`src/rtl/ram_port_arbiter.sv`:
```
// Round-robin arbiter for two requesters sharing a single-access RAM array.
// Registered grants with burst fairness and a registered read-data return per port.
module ram_port_arbiter #(
  parameter int unsigned DATA_WIDTH = 3,
  parameter int unsigned ADDR_WIDTH = 3,
  parameter int unsigned MAX_BURST  = 4
) (
  input  logic                  clk,
  input  logic                  rst_n,
  input  logic                  req_a,
  input  logic                  we_a,
  input  logic [ADDR_WIDTH-1:0] addr_a,
  input  logic [DATA_WIDTH-1:0] din_a,
  output logic                  gnt_a,
  output logic [DATA_WIDTH-1:0] dout_a,
  output logic                  valid_a,
  input  logic                  req_b,
  input  logic                  we_b,
  input  logic [ADDR_WIDTH-1:0] addr_b,
  input  logic [DATA_WIDTH-1:0] din_b,
  output logic                  gnt_b,
  output logic [DATA_WIDTH-1:0] dout_b,
  output logic                  valid_b,
  output logic                  busy
);

  localparam int unsigned DEPTH = 1 << ADDR_WIDTH;
  localparam int unsigned CNT_W = $clog2(MAX_BURST + 1);
  localparam logic [CNT_W-1:0] CNT_LAST = CNT_W'(MAX_BURST - 1);

  typedef enum logic [1:0] {IDLE, SERVE_A, SERVE_B} state_t;

  state_t           state, state_next;
  logic [CNT_W-1:0] burst_cnt, cnt_next;
  logic             last_b, last_b_next;
  logic             gnt_a_next, gnt_b_next, busy_next;
  logic             commit_a, commit_b;

  logic [DATA_WIDTH-1:0] mem [DEPTH];
  logic                  mem_we;
  logic [ADDR_WIDTH-1:0] mem_addr;
  logic [DATA_WIDTH-1:0] mem_din;

  assign commit_a = gnt_a & req_a;
  assign commit_b = gnt_b & req_b;

  // State register; grant and busy flops mirror the next state so they switch on the same edge
  always_ff @(posedge clk or negedge rst_n) begin
    if (!rst_n) begin
      state     <= IDLE;
      burst_cnt <= '0;
      last_b    <= 1'b1;
      gnt_a     <= 1'b0;
      gnt_b     <= 1'b0;
      busy      <= 1'b0;
    end else begin
      state     <= state_next;
      burst_cnt <= cnt_next;
      last_b    <= last_b_next;
      gnt_a     <= gnt_a_next;
      gnt_b     <= gnt_b_next;
      busy      <= busy_next;
    end
  end

  // Next-state: release on dropped req, hand over after MAX_BURST commits while the other waits
  always_comb begin
    state_next  = state;
    cnt_next    = burst_cnt;
    last_b_next = last_b;
    case (state)
      IDLE: begin
        cnt_next = '0;
        if (req_a && req_b) state_next = last_b ? SERVE_A : SERVE_B;
        else if (req_a)     state_next = SERVE_A;
        else if (req_b)     state_next = SERVE_B;
      end
      SERVE_A: begin
        if (!req_a) begin
          state_next  = req_b ? SERVE_B : IDLE;
          cnt_next    = '0;
          last_b_next = 1'b0;
        end else if (req_b) begin
          if (burst_cnt == CNT_LAST) begin
            state_next  = SERVE_B;
            cnt_next    = '0;
            last_b_next = 1'b0;
          end else begin
            cnt_next = burst_cnt + CNT_W'(1);
          end
        end else begin
          cnt_next = '0;
        end
      end
      SERVE_B: begin
        if (!req_b) begin
          state_next  = req_a ? SERVE_A : IDLE;
          cnt_next    = '0;
          last_b_next = 1'b1;
        end else if (req_a) begin
          if (burst_cnt == CNT_LAST) begin
            state_next  = SERVE_A;
            cnt_next    = '0;
            last_b_next = 1'b1;
          end else begin
            cnt_next = burst_cnt + CNT_W'(1);
          end
        end else begin
          cnt_next = '0;
        end
      end
      default: begin
        state_next = IDLE;
        cnt_next   = '0;
      end
    endcase
  end

  // Output decode of the next state, captured by the state register
  always_comb begin
    gnt_a_next = 1'b0;
    gnt_b_next = 1'b0;
    busy_next  = 1'b0;
    gnt_a_next = (state_next == SERVE_A);
    gnt_b_next = (state_next == SERVE_B);
    busy_next  = (state_next != IDLE);
  end

  // Single write port: at most one side commits per cycle
  always_comb begin
    mem_we   = 1'b0;
    mem_addr = addr_a;
    mem_din  = din_a;
    if (commit_a && we_a) begin
      mem_we = 1'b1;
    end else if (commit_b && we_b) begin
      mem_we   = 1'b1;
      mem_addr = addr_b;
      mem_din  = din_b;
    end
  end

  always_ff @(posedge clk) begin
    if (mem_we) mem[mem_addr] <= mem_din;
  end

  // Read return path: data held between reads, valid pulses for one cycle
  always_ff @(posedge clk or negedge rst_n) begin
    if (!rst_n) begin
      dout_a  <= '0;
      dout_b  <= '0;
      valid_a <= 1'b0;
      valid_b <= 1'b0;
    end else begin
      valid_a <= commit_a & ~we_a;
      valid_b <= commit_b & ~we_b;
      if (commit_a && !we_a) dout_a <= mem[addr_a];
      if (commit_b && !we_b) dout_b <= mem[addr_b];
    end
  end

endmodule

```
`config.mk`:
```
export PLATFORM = sky130hd
export DESIGN_NAME = ram_port_arbiter
export DESIGN_NICKNAME = d
export VERILOG_FILES = /design/src/rtl/ram_port_arbiter.sv
export SDC_FILE = /design/constraint.sdc
export NUM_CORES = 1
export LEC_CHECK = 0
export BUFFER_PORTS_ARGS = -buffer_cell sky130_fd_sc_hd__buf_4
export CAP_MARGIN = 20
export CORE_ASPECT_RATIO = 1.75
export CORE_MARGIN = 5
export CORE_UTILIZATION = 56
export CTS_CLUSTER_DIAMETER = 50
export DETAILED_ROUTE_END_ITERATION = 10
export GPL_ROUTABILITY_DRIVEN = 0
export PLACE_DENSITY = 0.78
export SLEW_MARGIN = 30
export SYNTH_ARGS = -nofsm -noshare
export SYNTH_HDL_FRONTEND = slang
export SYNTH_SLANG_ARGS = --single-unit
```
`constraint.sdc`:
```
create_clock -name clk -period 1.85 [get_ports clk]
set_clock_uncertainty 0.1 [all_clocks]
set_input_delay 0.0925 -clock clk [delete_from_list [all_inputs] [get_ports clk]]
set_output_delay 0.0925 -clock clk [all_outputs]
set_load 0.01 [all_outputs]
```
==> flow_metrics.tcl, run 1 <==
set metrics [dict create \
    hold_path.class "input pin to register" \
    remaining_drc_errors 0 \
    grt_pass1_wl_mm 7.15 \
    power_density_nw_per_um2 1090 \
    numCtsBuffers 5 \
    numClockSinks 41 \
    setup_viol 0 \
    path_cells "nand3_2 > and4_4 > mux2_4 > nor2_2" \
    cts.clk_slew.worst_paths_ps 80 \
    cts_tree "yes" \
    synthArstFlopShare_pct 41.5 \
    cap_violations 0 \
    path_class "register to register" \
    post_cts_buffers 0 \
    yosys_warnings 0 \
    fin_util_pct 67.1 \
    cts_max_path_buffers 2 \
    pre_cts_slack_ps 69.9 \
    port_buffers 28 \
    drt-total-wl_mm 4.40 \
    hp-start "req_a" \
    crit_arrival_ps 1620 \
    synth.area.top_cells "edfxtp_1 34%, dfrtp_1 19%, mux4_2 13%" \
    dr.pass1.iters 4 \
    drt_iter0_drc 40 \
    synthFlopType "edfxtp_1" \
    slowest_delay_ps 400 \
    p_int_mw 1.87 \
    dp_cells 220 \
    die_h_um 90.9 \
    leakagePower_nw 0.986 \
    vdd_drop_max_v 0.000808 \
    layout-drive-gt1-share_pct 31.0 \
    final_cell_mix "28 x buf_4, 24 x edfxtp_1, 16 x dfrtp_1" \
    slew_viol_final 0 \
    worstPathBufferInverterCount 0 \
    vias 1360 \
    coreArea_um2 3630 \
    end_kind "register" \
    antenna_left 0 \
    r2r_end "mem[6][1]" \
    initial_utilization_pct 57.7 \
    rows 29 \
    cp_slowest_cell "dfrtp_1" \
    r2r_setup_slack_ps 120 \
    finalSetupTns_ps 0 \
    syn_inst 155 \
    path_max_fanout 9 \
    p_seq_share_pct 46.3 \
    synth.avg_cell_area_um2 13.5 \
    syn2layout_area_growth_pct 16.4 \
    h-tree-depth 2 \
    track_usage_pct 18.5 \
    die-area_um2 5110 \
    holdPathStages 3 \
    final_common_cell "buf_4" \
    grt_max_degree 18 \
    grt_pass1_vias 1431 \
    clk_latency_ps 290 \
    synth-edff-count 24 \
    nets 206 \
    diodes 0 \
    worst_pin_slew_ps 466 \
    root_buffer "clkbuf_8" \
    synth_fp_nets 178 \
    pwr-share-comb_pct 27.6 \
    netSwitchingFraction_pct 29.6 \
    path_delay_family "simple AND/OR/NAND/NOR gates" \
    antenna_found_initial 0 \
    yosysTopAreaCellShare_pct 34.4 \
    wl_per_cell_um 19.1 \
    power_mw 2.66 \
    hold_end "last_b" \
    synth-seq-cells 41 \
    max_clock_freq_mhz 579 \
    yosysSeqAreaShare_pct 54.8 \
    layout_setup_ws_ps 123 \
    ios 29 \
    p_switching_mw 0.786 \
    power.share.clock_pct 26.1 \
    overflow 0 \
    hold_viol 0 \
    status "finished, final reports clean" \
    synth.distinct_cells 36 \
    fin_cells 230 \
    worstSetupStartpointType "register" \
    slew_headroom_pct 69.0 \
    cp.required_ps 1740 \
    timing.final.crit_period_ps 1730 \
    reg2reg_depth 4 \
    fp.dieW_um 56.2 \
    fin_crit_sh_pct 93.3 \
    rsz0062_at_grt "false" \
    syn-cell-area_um2 2090 \
    place_hpwl_mm 3.29 \
    r2r-start "gnt_a" \
    viasPerCell 5.91 \
    synth.largest_area_cell "edfxtp_1" \
]
-- metal layers --
layer	part of all wire [%]	global-route usage, %
met3	5.7	4.72
met5	0	0
met1	33	17.8
met2	59	35.7
met4	2.3	7.52
-- cells in the mapped netlist (all sizes together), types with 2 or more instances --
master / number
a21oi: 3
buf: 5
clkbuf: 4
dfrtp: 16
edfxtp: 24
ha: 5
inv: 7
mux2: 5
mux2i: 11
mux4: 12
nand2: 10
nand2b: 2
nand3: 3
nand3b: 5
nand4: 2
nor2: 16
nor2b: 5
o21ai: 8
-- kinds of logic (layout without fill, tap and decap cells) --
kind of cell             Yosys count  after routing  share of synthesized area, %
AND/OR/NAND/NOR                   48             48                          12.0
adder cells (fa/ha/maj)            5              5                          2.99
flip-flops                        41             41                          54.8
multiplexers                      28             28                          21.0
buffers and inverters             16             45                          3.95
AO/OA/AOI/OAI                     17             17                          5.26
-- what timing repair did --
item / 4_1_cts / 5_1_grt
resized for setup: 0 / 2
hold endpoints to repair: 18 / 0
setup endpoints to repair: 0 / 6
hold buffers: 2 / 0
-- area by class of cell --
class,instances,area [um2]
clock buffers,6,72.6
clock inverters,2,33.8
fillers,254,1190
inverters,7,26.3
multi-input cells,98,868
flip-flops and latches,41,1150
well taps,46,57.6
repair buffers,30,230
-- state kept, by name, indices dropped and copies added, names as in the netlist --
register / count
gnt_b: 1
gnt_a: 1
state: 2
valid_a: 1
valid_b: 1
mem: 24
dout_a: 3
last_b: 1
busy: 1
burst_cnt: 3
dout_b: 3
-- worst register-to-register path: stages (launching register included) --
cell,delay [ps]
dfrtp_1,400
nand3_2,100
and4_4,330
mux2_4,330
nor2_2,150
-- per-stage QoR --
step	instance area, um2	hold slack (ps)
after floorplan	2090	-303
after global placement	2300	-138
after detailed placement	2300	-132
after CTS	2430	37.7
after global routing	2440	51.3
final	2440	39.5
-- worst max-delay path by stage --
stage	end	cells after the start	slack [ps]	from
floorplan	mem[6][0]	5	100	gnt_a
global placement	mem[6][0]	4	140	gnt_a
detailed placement	mem[6][1]	4	70	gnt_a
CTS	mem[6][1]	4	50	gnt_a
global route	mem[4][0]	4	20	gnt_a
finish	mem[6][1]	4	120	gnt_a
-- power by group through the flow --
stage | Sequential [mW] | Clock [mW] | Combinational, mW
after floorplan | 1.27 | 0 | 0.400
after global placement | 1.23 | 0 | 0.697
after detailed placement | 1.25 | 0 | 0.717
after CTS | 1.23 | 0.697 | 0.729
after global routing | 1.25 | 0.738 | 0.789
final | 1.23 | 0.693 | 0.733
(Power assumes the default switching activity.)
==> run 2: changes to the inputs <==
--- a/config.mk
+++ b/config.mk
@@ -5,15 +5,16 @@
 export SDC_FILE = /design/constraint.sdc
 export NUM_CORES = 1
 export LEC_CHECK = 0
+export ABC_AREA = 1
 export BUFFER_PORTS_ARGS = -buffer_cell sky130_fd_sc_hd__buf_4
 export CAP_MARGIN = 20
 export CORE_ASPECT_RATIO = 1.75
 export CORE_MARGIN = 5
-export CORE_UTILIZATION = 56
+export CORE_UTILIZATION = 57
 export CTS_CLUSTER_DIAMETER = 50
 export DETAILED_ROUTE_END_ITERATION = 10
 export GPL_ROUTABILITY_DRIVEN = 0
-export PLACE_DENSITY = 0.78
+export PLACE_DENSITY = 0.79
 export SLEW_MARGIN = 30
 export SYNTH_ARGS = -nofsm -noshare
 export SYNTH_HDL_FRONTEND = slang
==> run 2 against run 1 <==
Compared with the run above:
- sequential power about the same
- global-route usage increased by 1.7 points
- via count increased by 35%
- critical path depth increased by 4
- largest power group unchanged
- final area increased by 5.6%
- register-to-register slack improved by 40 ps
- routed wire length increased by 12%
- cell count increased by 50%
==> flow_metrics.tcl, run 2 <==
set metrics [dict create \
    status "finished, final reports clean" \
    viasPerCell 5.35 \
    worstPathBufferInverterCount 2 \
    die_h_um 92.9 \
    use_met3_pct 2.65 \
    worstSetupStartpoint "we_a" \
    grt_pass1_vias 1813 \
    grt_pass1_wl_mm 8.02 \
    grtUsageMet1_pct 18.6 \
    max_clock_freq_mhz 580 \
    path_depth 8 \
    busiest_layer "met2" \
    vias 1840 \
    overflow 0 \
    synth.largest_area_cell "edfxtp_1" \
    syn2layout_area_growth_pct 14.9 \
    synthFlopType "edfxtp_1" \
    worstSetupStartpointType "input pin" \
    synth-seq-cells 41 \
    cp.required_ps 1730 \
    final_cell_mix "77 x nand2_1, 46 x nand3_1, 41 x inv_1" \
    wl_per_cell_um 14.3 \
    dr.pass1.iters 4 \
    met2_usage_pct 37.9 \
    numCtsBuffers 5 \
    whs_ps 24.6 \
    synth.distinct_cells 28 \
    p_int_mw 1.71 \
    fin_cells 344 \
    slew_viol_final 0 \
    grt_max_degree 18 \
    port_buffers 28 \
    clk_latency_ps 290 \
    synth-edff-count 24 \
    synth_fp_nets 289 \
    cts_tree "yes" \
    drt_iter0_drc 105 \
    dp_cells 333 \
    coreArea_um2 3830 \
    power_mw 2.55 \
    place_hpwl_mm 3.94 \
    path_delay_family "simple AND/OR/NAND/NOR gates" \
    syn-cell-area_um2 2240 \
    fp.dieW_um 57.4 \
    power.share.clock_pct 22.2 \
    yosys_warnings 0 \
    largest_register "mem" \
    largest_reg_flops 24 \
    setup_viol 0 \
    rows 30 \
    hold_viol 0 \
    synth.top_cells.by_count "77 x nand2_1, 46 x nand3_1, 41 x inv_1" \
    timing.final.crit_period_ps 1720 \
    reg2reg_depth 7 \
    p_seq_share_pct 47.5 \
    antenna_left 0 \
    fin_crit_sh_pct 93.2 \
    ios 29 \
    diodes 0 \
    leakagePower_nw 1.24 \
    yosys.cell_count.top_type "nand2_1" \
    path_max_fanout 14 \
    r2r-start "gnt_b" \
    pwr-share-comb_pct 30.3 \
    r2r_setup_slack_ps 160 \
    cts_max_path_buffers 2 \
    end_kind "register" \
    cap_violations 0 \
    vdd_drop_max_v 0.000876 \
    path_class "input pin to register" \
    slowest_delay_ps 520 \
    yosysSeqAreaShare_pct 51.2 \
    hold_path.class "input pin to register" \
    root_buffer "clkbuf_8" \
    remaining_drc_errors 0 \
    nets 318 \
    path_cells "dlygate4sd3_1 > buf_4 > nand3_2 > nand2_4 > nand2_1 > o21ai_2 > nand2_2 > nor2_1" \
    r2r_end "mem[1][2]" \
    finalSetupTns_ps 0 \
    yosysTopAreaCellShare_pct 32.2 \
    p_switching_mw 0.842 \
    layout-drive-gt1-share_pct 17.2 \
    synth.avg_cell_area_um2 8.42 \
    h-tree-depth 2 \
    drt-total-wl_mm 4.92 \
    numClockSinks 41 \
    antenna_found_initial 0 \
    die-area_um2 5330 \
    syn_inst 266 \
    synthArstFlopShare_pct 41.5 \
    cts.clk_slew.worst_paths_ps 80 \
    cp_slowest_cell "dlygate4sd3_1" \
    power_density_nw_per_um2 992 \
    worstSetupEndpoint "mem[1][2]" \
    rsz0062_at_grt "false" \
    final_common_cell "nand2_1" \
    track_usage_pct 20.3 \
    slew_headroom_pct 72.9 \
    netSwitchingFraction_pct 33.0 \
    crit_arrival_ps 1600 \
    initial_utilization_pct 58.5 \
    worst_pin_slew_ps 405 \
    synth.area.top_cells "edfxtp_1 32%, dfrtp_1 18%, nand2_1 13%" \
]
run 2: cell types whose count changed in the layout (fill, tap and decap cells not counted), sizes merged, moves of 2 or more:
cell,change
mux4,-12
mux2,-2
nor2,+3
mux2i,-11
o211ai,+7
nand2,+70
clkinv,+2
inv,+34
a21oi,-2
nand3,+44
nor2b,-5
nand2b,-2
nand3b,-4
run 2: power by group through the flow:
stage / logic [mW] / clock network [mW] / registers (mW)
2_1_floorplan: 0.437 / 0 / 1.26
3_3_place_gp: 0.759 / 0 / 1.23
3_5_place_dp: 0.773 / 0 / 1.23
4_1_cts: 0.780 / 0.577 / 1.21
5_1_grt: 0.868 / 0.613 / 1.23
6_report: 0.773 / 0.566 / 1.21
run 2: worst min-delay path by stage:
stage	startpoint	endpoint	depth (start not counted)
after floorplan	rst_n	burst_cnt[0]	0
after global placement	rst_n	dout_b[1]	1
after detailed placement	rst_n	valid_a	1
after CTS	req_b	last_b	4
after global routing	req_b	last_b	4
final	req_b	last_b	4
run 2: per-stage QoR:
| step | instance area, um2 | utilization (%) | worst slack [ps] |
|---|---|---|---|
| floorplan | 2240 | - | 267 |
| global placement | 2450 | 64.0 | 99.3 |
| detailed placement | 2450 | 64.0 | 50.4 |
| CTS | 2570 | 67.1 | 33.6 |
| global route | 2570 | 67.2 | 8.98 |
| finish | 2570 | 67.2 | 126 |
run 2: layout make-up:
cell class              instances  area, um2
clock inverters                 3       17.5
well taps                      48       60.1
multi-input cells             173        873
inverters                      42        158
fillers                       334       1260
repair buffers                 32        248
clock buffers                   5       68.8
flip-flops and latches         41       1150
run 2: kinds of logic (layout without fill, tap and decap cells):
group | after synthesis | count (layout) | share of synthesized area (%)
compound gates | 16 | 16 | 5.25
fa+ha+maj | 5 | 5 | 2.79
buf+inv | 52 | 82 | 10.0
flops | 41 | 41 | 51.2
mux | 3 | 3 | 1.68
simple gates | 149 | 149 | 29.1
run 2: timing repair:
| item | in CTS | in global routing |
|---|---|---|
| buffers inserted | 0 | 0 |
| hold endpoints to repair | 19 | 0 |
| endpoints found under the setup margin | 0 | 21 |
| gates resized for setup | 0 | 2 |
| hold buffers | 3 | 0 |
run 2: worst min-delay path: cells and delay by family:
family                 cells  cell delay [ps]
AOI/OAI and AO/OA          1               50
buffers and inverters      1              150
and+or+nand+nor            2              120
run 2: routing by layer:
layer	wire [um]	part of all wire (%)	vias up
met4	212	4.3	0
met5	0	0	-
met1	1600	33	853
met2	2860	58	61
li1	-	-	912
met3	249	5.1	14
==> run 3: changes to the inputs <==
--- a/config.mk
+++ b/config.mk
@@ -8,7 +8,6 @@
 export ABC_AREA = 1
 export BUFFER_PORTS_ARGS = -buffer_cell sky130_fd_sc_hd__buf_4
 export CAP_MARGIN = 20
-export CORE_ASPECT_RATIO = 1.75
 export CORE_MARGIN = 5
 export CORE_UTILIZATION = 57
 export CTS_CLUSTER_DIAMETER = 50
==> run 3 against run 2 <==
Compared with the run above:
- largest power group unchanged
- final area up 1.3%
- register-to-register slack about the same
- combinational power down 0.9%
- clock-buffer cell count up 1
- largest cell class unchanged
- core utilization up 2.4 points
- via count down 0.43%
- sequential share of layout area down 0.56 points
- first-iteration DRC count rose to 2.7 times the previous value
- non-clock buffer count unchanged
==> flow_metrics.tcl, run 3 (synthesis results as in run 2) <==
set metrics [dict create \
    cp.required_ps 1720 \
    max_clock_freq_mhz 576 \
    viasPerCell 5.33 \
    path_max_fanout 14 \
    vias 1832 \
    whs_ps 33.0 \
    rows 22 \
    slew_viol_final 0 \
    post_dp_cell_area_um2 2450 \
    fp.dieW_um 72.7 \
    drt_iter0_drc 280 \
    place_hpwl_mm 3.62 \
    drt-total-wl_mm 4.77 \
    cp_slowest_cell "dlygate4sd3_1" \
    slowest_delay_ps 540 \
    fin_util_pct 69.6 \
    nFillCells 291 \
    layout-drive-gt1-share_pct 17.2 \
    status "finished, final reports clean" \
    timing.final.crit_period_ps 1740 \
    wl_per_cell_um 13.9 \
    clk_latency_ps 290 \
    power_density_nw_per_um2 1040 \
    final_cell_mix "77 x nand2_1, 46 x nand3_1, 41 x inv_1" \
    remaining_drc_errors 0 \
    largest_reg_flops 24 \
    finalSetupTns_ps 0 \
    grt_pass1_vias 1801 \
    worstSetupStartpointType "input pin" \
    path_delay_family "simple AND/OR/NAND/NOR gates" \
    grt_pass1_wl_mm 8.04 \
    cts_max_path_buffers 2 \
    path_cells "dlygate4sd3_1 > buf_4 > nand3_2 > nand2_4 > nand2_1 > o21ai_2 > nand2_2 > nor2_1" \
    crit_arrival_ps 1600 \
    fin_crit_sh_pct 93.9 \
    grt_max_degree 18 \
    numCtsBuffers 5 \
    coreArea_um2 3740 \
    overflow 0 \
    nets 318 \
    final_common_cell "nand2_1" \
    syn2layout_area_growth_pct 16.3 \
    hold_path.class "input pin to register" \
    hold_viol 0 \
    rsz0062_at_grt "false" \
    track_usage_pct 19.6 \
    cts.clk_slew.worst_paths_ps 80 \
    cts_tree "yes" \
    largest_register "mem" \
    path_class "input pin to register" \
    die_h_um 72.7 \
    initial_utilization_pct 59.8 \
    numClockSinks 41 \
    antenna_found_initial 0 \
    root_buffer "clkbuf_8" \
    worstPathBufferInverterCount 2 \
    port_buffers 28 \
    worst_pin_slew_ps 421 \
    dr.pass1.iters 4 \
    slew_headroom_pct 71.8 \
    end_kind "register" \
    cap_violations 0 \
    antenna_left 0 \
    ios 29 \
    setup_viol 0 \
    h-tree-depth 2 \
    design_area_um2 2610 \
    die-area_um2 5280 \
    leakagePower_nw 1.26 \
    diodes 0 \
    vdd_drop_max_v 0.000718 \
]
## run 3: cell count changes in the layout (fill, tap and decap cells not counted), sizes merged
| cell | previous run | this run |
|---|---|---|
| clkinvlp | 1 | 0 |
| clkinv | 3 | 1 |
| inv | 41 | 42 |
| clkbuf | 5 | 6 |
| bufinv | 0 | 1 |
## run 3: report_power, final
group | leakage, nW | switching (mW) | total, mW | internal [mW]
Clock | 0.0617 | 0.288 | 0.727 | 0.439
Combinational | 0.765 | 0.445 | 0.766 | 0.321
Sequential | 0.433 | 0.0864 | 1.21 | 1.13
## run 3: worst min-delay path, stage by stage
cell	delay [ps]
buf_4	110
nand3_1	80
nand3_1	60
nand2_1	40
## run 3: layout make-up
| type | count | area (um2) | area share [%] |
|---|---|---|---|
| inverter | 42 | 158 | 6.05 |
| timing repair buffer | 32 | 248 | 9.51 |
| tap | 48 | 60.1 | 2.31 |
| clock inverter | 2 | 36.3 | 1.39 |
| sequential | 41 | 1150 | 44.0 |
| clock buffer | 6 | 82.6 | 3.17 |
| multi-input combinational | 173 | 873 | 33.5 |
## run 3: timing repair
action	4_1_cts	5_1_grt
hold endpoints to repair	19	0
hold buffers	3	0
gates resized for setup	0	2
setup buffers	0	0
setup endpoints to repair	0	24
## run 3: path summary, 6_finish.rpt
kind                                   start            to  slack (ps)  cells after the start
worst min-delay path               addr_a[2]     dout_a[1]          30                      4
worst max-delay path                    we_a     mem[1][0]         110                      8
min in group asynchronous              rst_n     dout_b[1]         100                      2
max in group asynchronous              rst_n        last_b        1300                      2
worst max register to register         gnt_b     mem[1][0]         150                      7
worst min register to register  burst_cnt[0]  burst_cnt[0]         340                      1
## run 3: per-layer routing
layer  global-route usage, %  up-vias  wire length [um]
met3                    6.06       12               420
met5                       0        -                 0
li1                        -      911                 -
met1                    26.8      824              2060
met2                    29.7       85              2190
met4                    6.56        0               111
## run 3: per-stage QoR
step | cells | setup slack [ps] | total power, mW
floorplan | 266 | 267 | 1.70
global placement | 333 | 113 | 1.97
detailed placement | 333 | 40.4 | 1.99
CTS | 344 | 10.9 | 2.72
global route | 344 | 12.4 | 2.90
finish | 344 | 113 | 2.70
